## config.mk

```make
export PLATFORM = sky130hd
export DESIGN_NAME = tl_phase_ctrl
export DESIGN_NICKNAME = d
export VERILOG_FILES = /design/src/rtl/tl_phase_ctrl.sv
export SDC_FILE = /design/constraint.sdc
export NUM_CORES = 1
export LEC_CHECK = 0
export CAP_MARGIN = 40
export CORE_ASPECT_RATIO = 1.1
export CORE_MARGIN = 5
export CORE_UTILIZATION = 50
export DETAILED_ROUTE_END_ITERATION = 10
export HOLD_SLACK_MARGIN = 0.05
export PLACE_DENSITY = 0.74
export SLEW_MARGIN = 20
export SYNTH_ARGS = -nofsm -noshare
export SYNTH_HDL_FRONTEND = slang
export SYNTH_SLANG_ARGS = --single-unit
export TNS_END_PERCENT = 50
```

## constraint.sdc

```tcl
create_clock -name clk -period 2.9 [get_ports clk]
set_clock_uncertainty 0.15 [all_clocks]
set_input_delay 0.29 -clock clk [delete_from_list [all_inputs] [get_ports clk]]
set_output_delay 0.29 -clock clk [all_outputs]
set_load 0.01 [all_outputs]
```

## src/rtl/tl_phase_ctrl.sv

```systemverilog
// tl_phase_ctrl: tick-timed green/yellow/all-red sequencer for N approaches,
// with a latched pedestrian walk phase and a flashing-yellow fallback.
module tl_phase_ctrl #(
    parameter int NUM_APPROACH = 4,
    parameter int TICK_DIV     = 100000000,
    parameter int T_GREEN      = 7,
    parameter int T_YELLOW     = 2,
    parameter int T_ALLRED     = 1,
    parameter int T_PED        = 5
) (
    input  logic                      clk,
    input  logic                      rst_n,
    input  logic                      en,
    input  logic                      ped_req,
    input  logic                      flash_mode,
    output logic [3*NUM_APPROACH-1:0] lights,
    output logic                      walk,
    output logic                      ped_ack,
    output logic [2:0]                phase
);
    localparam int             PW     = TICK_DIV > 1 ? $clog2(TICK_DIV) : 1;
    localparam logic [PW-1:0]  PS_MAX = PW'(TICK_DIV - 1);
    localparam logic [2:0]     LAST   = 3'(NUM_APPROACH - 1);
    localparam logic [15:0]    TM_G   = 16'(T_GREEN);
    localparam logic [15:0]    TM_Y   = 16'(T_YELLOW);
    localparam logic [15:0]    TM_AR  = 16'(T_ALLRED);
    localparam logic [15:0]    TM_P   = 16'(T_PED);
    localparam logic [2:0] S_GREEN  = 3'd0;
    localparam logic [2:0] S_YELLOW = 3'd1;
    localparam logic [2:0] S_ALLRED = 3'd2;
    localparam logic [2:0] S_WALK   = 3'd3;
    localparam logic [2:0] S_FLASH  = 3'd4;

    logic [2:0]    state, state_nx, phase_nx;
    logic [PW-1:0] presc;
    logic [15:0]   timer, timer_nx;
    logic          ped_pending, pend_nx, flash_on, flash_nx, ack_nx;
    logic          tick, expire;

    assign tick   = presc == PS_MAX;
    assign expire = tick && timer == 16'd1;

    // A request on the deciding edge itself counts, hence pend_nx feeds the WALK choice.
    always_comb begin
        state_nx = state;
        phase_nx = phase;
        timer_nx = tick ? timer - 16'd1 : timer;
        flash_nx = flash_on;
        pend_nx  = ped_pending | ped_req;
        ack_nx   = 1'b0;
        case (state)
            S_GREEN: if (expire) begin
                state_nx = S_YELLOW;
                timer_nx = TM_Y;
            end
            S_YELLOW: if (expire) begin
                state_nx = S_ALLRED;
                timer_nx = TM_AR;
            end
            S_ALLRED, S_WALK: if (expire) begin
                if (flash_mode) begin
                    state_nx = S_FLASH;
                    timer_nx = 16'd1;
                    flash_nx = 1'b1;
                end else if (state == S_ALLRED && phase != LAST) begin
                    state_nx = S_GREEN;
                    phase_nx = phase + 3'd1;
                    timer_nx = TM_G;
                end else if (state == S_ALLRED && pend_nx) begin
                    state_nx = S_WALK;
                    timer_nx = TM_P;
                    pend_nx  = 1'b0;
                    ack_nx   = 1'b1;
                end else begin
                    state_nx = S_GREEN;
                    phase_nx = 3'd0;
                    timer_nx = TM_G;
                end
            end
            S_FLASH: if (tick) begin
                timer_nx = flash_mode ? 16'd1 : TM_AR;
                flash_nx = ~flash_on;
                state_nx = flash_mode ? S_FLASH : S_ALLRED;
                phase_nx = flash_mode ? phase : LAST;
            end
            default: begin
                state_nx = S_GREEN;
                phase_nx = 3'd0;
                timer_nx = TM_G;
            end
        endcase
    end

    always_ff @(posedge clk or negedge rst_n) begin
        if (!rst_n) begin
            state       <= S_GREEN;
            phase       <= 3'd0;
            timer       <= TM_G;
            presc       <= '0;
            ped_pending <= 1'b0;
            flash_on    <= 1'b0;
            ped_ack     <= 1'b0;
        end else begin
            ped_ack <= en & ack_nx;
            if (en) begin
                presc       <= tick ? '0 : presc + PW'(1);
                state       <= state_nx;
                phase       <= phase_nx;
                timer       <= timer_nx;
                ped_pending <= pend_nx;
                flash_on    <= flash_nx;
            end
        end
    end

    for (genvar i = 0; i < NUM_APPROACH; i++) begin : g_lamp
        assign lights[3*i +: 3] = state == S_FLASH ? {1'b0, flash_on, 1'b0} :
                                  phase != 3'(i)   ? 3'b100 :
                                  state == S_GREEN ? 3'b001 :
                                  state == S_YELLOW ? 3'b010 : 3'b100;
    end

    assign walk = state == S_WALK;
endmodule

```

==> flow_summary_export.csv <==
group,metric,value,unit
run_status,status,"completed",
floorplan,ios,22,
timing,maxSlewHeadroom,0.612,
timing,layout_setup_ws,171,ps
floorplan,core,0.00619,mm^2
synthesis,synth-seq-cells,52,
placement,gp_congestion,0.903,
synthesis,netlist_instances,372,
floorplan,start_util,0.513,
clock_tree,root_buffer,"clkbuf_8",
clock_tree,post_cts_buffers,0,
synthesis,ys_top_cells_by_count,"49 x dfrtp_1, 42 x nand2_1, 33 x nor2_1, 29 x o21ai_0",
synthesis,syn-cell-area,0.00318,mm^2
timing,fin_crit,2730,ps
placement,io_buffers,21,
run,cap_violations,0,
route,drc,0,
cells_and_area,nets,410,
synthesis,ys_types,49,
cells_and_area,fin_cells,477,
timing,setup_viol,0,
route,ant_nets,0,
clock_tree,cts_resized,0,
cells_and_area,syn_to_final_growth,14.2,%
placement,dp_slack,196,ps
synthesis,yosysWarnings,0,
setup_path,endpoint_kind,"register",
route,vias_per_cell,5.95,
synthesis,synth_edf_count,0,
synthesis,yosysTopAreaCellShare,0.386,
clock_tree,path_clk_slew,110,ps
grt,grt_overflow,0,
clock_tree,tritoncts,"built",
route,firstDrtPassIters,6,
floorplan,die-area,0.00805,mm^2
clock_tree,cts_buffers,5,
placement,dp.cells,468,
synthesis,yosysTopAreaCell,"dfrtp_1",
synthesis,async_flop_share,1.00,
power,leakage,1.54,nW
worst_hold_path,min_path_type,"in2async",
route,wl_per_cell,16.2,um
timing,slew_violations,0,
timing,setup_tns,0,ps
cells_and_area,drive_above_1_share,0.0882,
synthesis,ys_seq_area_frac,0.410,
clock_tree,clock_latency,320,ps
floorplan,fp.dieW,86.0,um
floorplan,row_count,30,
timing,rsz0062_at_grt,"no",
synthesis,syn_avg_cell_area,8.55,um^2
timing,tightest_slew,576,ps
grt,antenna_found_initial,0,
setup_path,cpMostUsedCell,"or3_1",
power,p_total,1.55,mW
setup_path,start_kind,"register",
setup_path,worstPathCellList,"ha_1, nand4_1, or3_1, nor3_2, nand2_1, or3_1, o41ai_1",
grt,grt_pass1_wl,13100,um
setup_path,critPathSlowestCell,"nor3_2",
synthesis,syn_nets,386,
timing,final.period_utilization,0.941,
clock_tree,cts_max_level,2,
route,drt_iter0_markers,220,
placement,dp_hpwl,5660,um
setup_path,arrival,2780,ps
setup_path,crit_required,2950,ps
grt,grt_max_degree,29,
setup_path,critPathMaxFanout,7,
floorplan,chipHeight,93.6,um
grt,first_global_vias,2752,
synthesis,synth_most_common_cell,"dfrtp_1",
synthesis,synthFlopType,"dfrtp_1",
power,powerDensity,427,mW/mm^2
timing,fmax,0.366,GHz
synthesis,yosys-top-cells-area,"dfrtp_1 39%, nand2_1 5.0%, o21ai_0 4.6%",
clock_tree,hold_buffers,1,
route,routed_wl,7730,um
cells_and_area,diodes,0,
grt,grtUsageTotal,0.203,
setup_path,critPathKind,"reg2reg",
clock_tree,cts.sinks,52,
route,vias,2839,
clock_tree,clockBufferDepth,2,
setup_path,cpPeakStageDelay,450,ps
power,vdd_ir_drop_max,0.186,mV
timing,report.final.hold_viol_count,0,
[area by class of cell]
class,count,area (um^2)
fill,550,2560
multi-input combinational,289,1750
sequential,52,1310
timing repair buffer,35,313
tap,80,100
clock buffer,5,68.8
inverter,13,48.8
clock inverter,3,42.5
[metrics by stage]
step	utilization	hold slack [ps]	instance area [um^2]
3_3_place_gp	0.567	157	3510
5_1_grt	0.586	370	3630
4_1_cts	0.586	356	3630
2_1_floorplan	-	-156	3180
3_5_place_dp	0.567	168	3510
6_report	0.586	328	3630
[power by group]
| group | internal (mW) | switching [mW] |
|---|---|---|
| clock network | 0.256 | 0.262 |
| registers | 0.770 | 0.0531 |
| logic | 0.0980 | 0.111 |
| total | 1.12 | 0.426 |
[kinds of logic after synthesis]
group,share of synthesized area
fa+ha+maj,0.0354
xor+xnor,0.0661
buf+inv,0.0382
flops,0.410
compound gates,0.153
simple gates,0.270
mux,0.0264
[routing by layer]
| metal | track usage | vias to the layer above | routed length [um] |
|---|---|---|---|
| li1 | - | 1393 | - |
| met1 | 0.266 | 1354 | 3590 |
| met2 | 0.330 | 79 | 3680 |
| met3 | 0.0379 | 13 | 316 |
| met4 | 0.0831 | 0 | 146 |
| met5 | 0 | - | 0 |
[sequential cells by signal (all words and copies together), names as in the netlist]
name and cells:
state 3, ped_ack 1, ped_pending 1, phase 3, presc 27, timer 16
flash_on 1
[cell usage in the layout, fill, tap and decap left out, drive strengths merged, types with 6 or more instances in the layout]
master,count
a31oi,6
nand4,9
nand3,20
buf,14
nand2,42
a21oi,20
or3,7
dfrtp,49
ha,9
nor3,15
and3,8
o31ai,8
xnor2,12
nor4,11
o21ai,29
inv,13
xor2,12
nor2,33
clkdlybuf4s50,20
[path summary, 6_finish.rpt]
kind,startpoint,slack (ps),end,cells after the start
worst max-delay path,presc[0],170,timer[6],7
worst min-delay path,rst_n,330,presc[8],2
worst max register to register,presc[0],170,timer[6],7
worst min register to register,presc[6],360,presc[6],1
max in group asynchronous,rst_n,1440,timer[2],3
min in group clk,presc[6],360,presc[6],1
[worst max-delay path, delay by kind of cell, from the launching register on]
kind / cells / cell delay [ps]
compound gates: 1 / 280
fa+ha+maj: 1 / 190
flops: 1 / 390
simple gates: 5 / 1590
No activity file was read; power rests on OpenSTA's default activity.
==> variant: new RTL, same settings <==
The parameter `NUM_APPROACH` goes from 4 to 6.
--- a/src/rtl/tl_phase_ctrl.sv
+++ b/src/rtl/tl_phase_ctrl.sv
@@ -1,7 +1,7 @@
 // tl_phase_ctrl: tick-timed green/yellow/all-red sequencer for N approaches,
 // with a latched pedestrian walk phase and a flashing-yellow fallback.
 module tl_phase_ctrl #(
-    parameter int NUM_APPROACH = 4,
+    parameter int NUM_APPROACH = 6,
     parameter int TICK_DIV     = 100000000,
     parameter int T_GREEN      = 7,
     parameter int T_YELLOW     = 2,
Ports: changed (resized lights); port bits go from 22 to 28. The function was not compared with the original's and may differ.
==> variant against the unedited design <==
Sequential power down 1%. Final area up 6.1%. Global-route usage up 0.64 points. Worst setup slack better by 0.032 ns. Synthesized cell count up 4.8%. Sequential cell count unchanged. Total power down 11%. Area after synthesis up 4.7%. Core utilization up 0.13 points. Routed wire length up 7.5%. Critical endpoint is now lights[12].
==> variant: results (changes against the unedited design) <==
Skew-Pair Late Insertion Delay=between 0.3 and 0.4 ns; initial antenna violation count=0 (unchanged); synth cell count leaders=dfrtp_1, nor2_1, nand2_1; Post-Synthesis Cells=390 (+4.8%); Antenna Cells=0 (unchanged); FILL cells=591 (+7.5%); fraction of layout cells with a size suffix above 1=11.3% (+2.5 points); Reg clk slew, reported paths=0.11 ns (about the same); Num CTS Buffers=5 (unchanged); CP peak stage delay=0.58 ns (+0.13 ns); Regs by FF count=presc x27, timer x16; post-synthesis mux area share=2.56% (-0.081 points); M3 GR Usage=3.03% (-0.76 points); XOR/XNOR Fraction of Synth Area=6.05% (-0.56 points); Post-Synth Adder-Cell Area=3.38% (-0.16 points); status=completed; Leakage=1.66 nW (+7.6%); main area contributors after synthesis=dfrtp_1, nor2_1, nand2_1, ha_1, a21oi_1; Mapped Nets=404 (+4.7%); Pint=991 uW (-12%); overall via count from detail_route=3,050 (+7.4%); Slew headroom=59.1% (-2.1 points); Global Route Usage Sum=21.0% (+0.64 points); Nets=437 (+6.6%); synth unique cells=62 (+27%); Worst IR Drop VDD=0.000331 V (+78%); largest net degree at the start of global routing=30 (+3.4%); GRT met1 Usage=28.0% (+1.5 points); grt met2 use=34.6% (+1.6 points); drt first pass iters=5 (-1); Buffers on Ports=27 (+29%); vias in the first global route=2,923 (+6.2%); Synthesis Warnings=0 (unchanged); first-pass GRT wire length=14,100 microns (+7.2%); DRT Wirelength=8310 microns (+7.5%); crit-path max FO=17 (+10); register area share after synthesis=39.2% (-1.9 points); Synth Area in Compound Gates=16.6% (+1.3 points); Fin. Hold Viols=0 (unchanged); CP max stage cell=dfrtp_1; GP Congestion=0.846 (-6.4%); Final HPWL DP=6070 microns (+7.3%); Initial DRC Count=246 (+12%); crit path DAT=2.26 ns (-0.52 ns)
==> variant: cell types whose count changed after synthesis, moves of 6 or more <==
cell | unedited run | this run
nor4_1 | 10 | 4
a31oi_1 | 6 | 14
nand2_1 | 42 | 34
nor3_1 | 14 | 7
o21ai_1 | 0 | 10
o21ai_0 | 29 | 19
o31ai_1 | 8 | 2
nor2_1 | 33 | 48
==> variant: logic make-up after synthesis <==
| group | Yosys count |
|---|---|
| adders and majority gates | 9 |
| xor gates and xnor gates | 23 |
| buffers and inverters | 35 |
| muxes | 8 |
| DFF | 52 |
| and+or+nand+nor | 174 |
| AOI/OAI and AO/OA | 89 |
==> variant: per-layer routing <==
metal  vias up  wire (microns)
met1      1476            3690
met4         0             179
met3        16             314
li1       1469               -
met5         -               0
met2        89            4130
==> variant: final timing paths <==
path	slack, ns	endpoint	cells after the start	startpoint
max	0.20	lights[12]	3	state[1]$_DFFE_PN0P_
min	0.33	state[1]$_DFFE_PN0P_	2	rst_n
max reg2reg	0.21	timer[13]$_DFFE_PN0P_	8	presc[0]$_DFFE_PN0P_
min reg2reg	0.34	timer[15]$_DFFE_PN0P_	1	timer[15]$_DFFE_PN0P_
max in group asynchronous	1.48	presc[5]$_DFFE_PN0P_	3	rst_n
min in group clk	0.34	timer[15]$_DFFE_PN0P_	1	timer[15]$_DFFE_PN0P_
==> variant: cell type report <==
cell class	instances	area, sq um	share of cell area (%)
clock inverters	3	27.5	0.715
inverters	17	63.8	1.66
flip-flops and latches	52	1310	33.9
clock buffers	5	68.8	1.79
well taps	82	103	2.66
multi-input cells	303	1890	49.0
repair buffers	44	395	10.3
==> variant: stage by stage <==
| step | worst slack [ns] | util, % | cell area (sq um) | cells |
|---|---|---|---|---|
| 6_report | 0.203 | 58.8 | 3850 | 506 |
| 5_1_grt | 0.0976 | 58.8 | 3850 | 506 |
| 4_1_cts | 0.0925 | 58.7 | 3850 | 506 |
| 3_5_place_dp | 0.219 | 57.1 | 3740 | 497 |
| 3_3_place_gp | 0.378 | 57.1 | 3740 | 497 |
| 2_1_floorplan | 0.321 | - | 3330 | 390 |
==> variant: repair_timing <==
item	CTS	global route
hold buffers	1	0
setup endpoints to repair	0	6
endpoints found under the hold margin	20	0
resized for setup	0	1
==> variant: critical path, delay by kind of cell (launching register included) <==
family,cells,cell delay (ns)
simple gates,2,0.82
buf+inv,1,0.54
flops,1,0.58
==> variant: power by group through the flow <==
stage,logic [mW],clock network (mW),registers (mW)
CTS,0.124,0.461,0.811
global placement,0.118,0,0.822
detailed placement,0.123,0,0.824
global route,0.138,0.491,0.819
finish,0.123,0.450,0.812
floorplan,0.0820,0,0.805
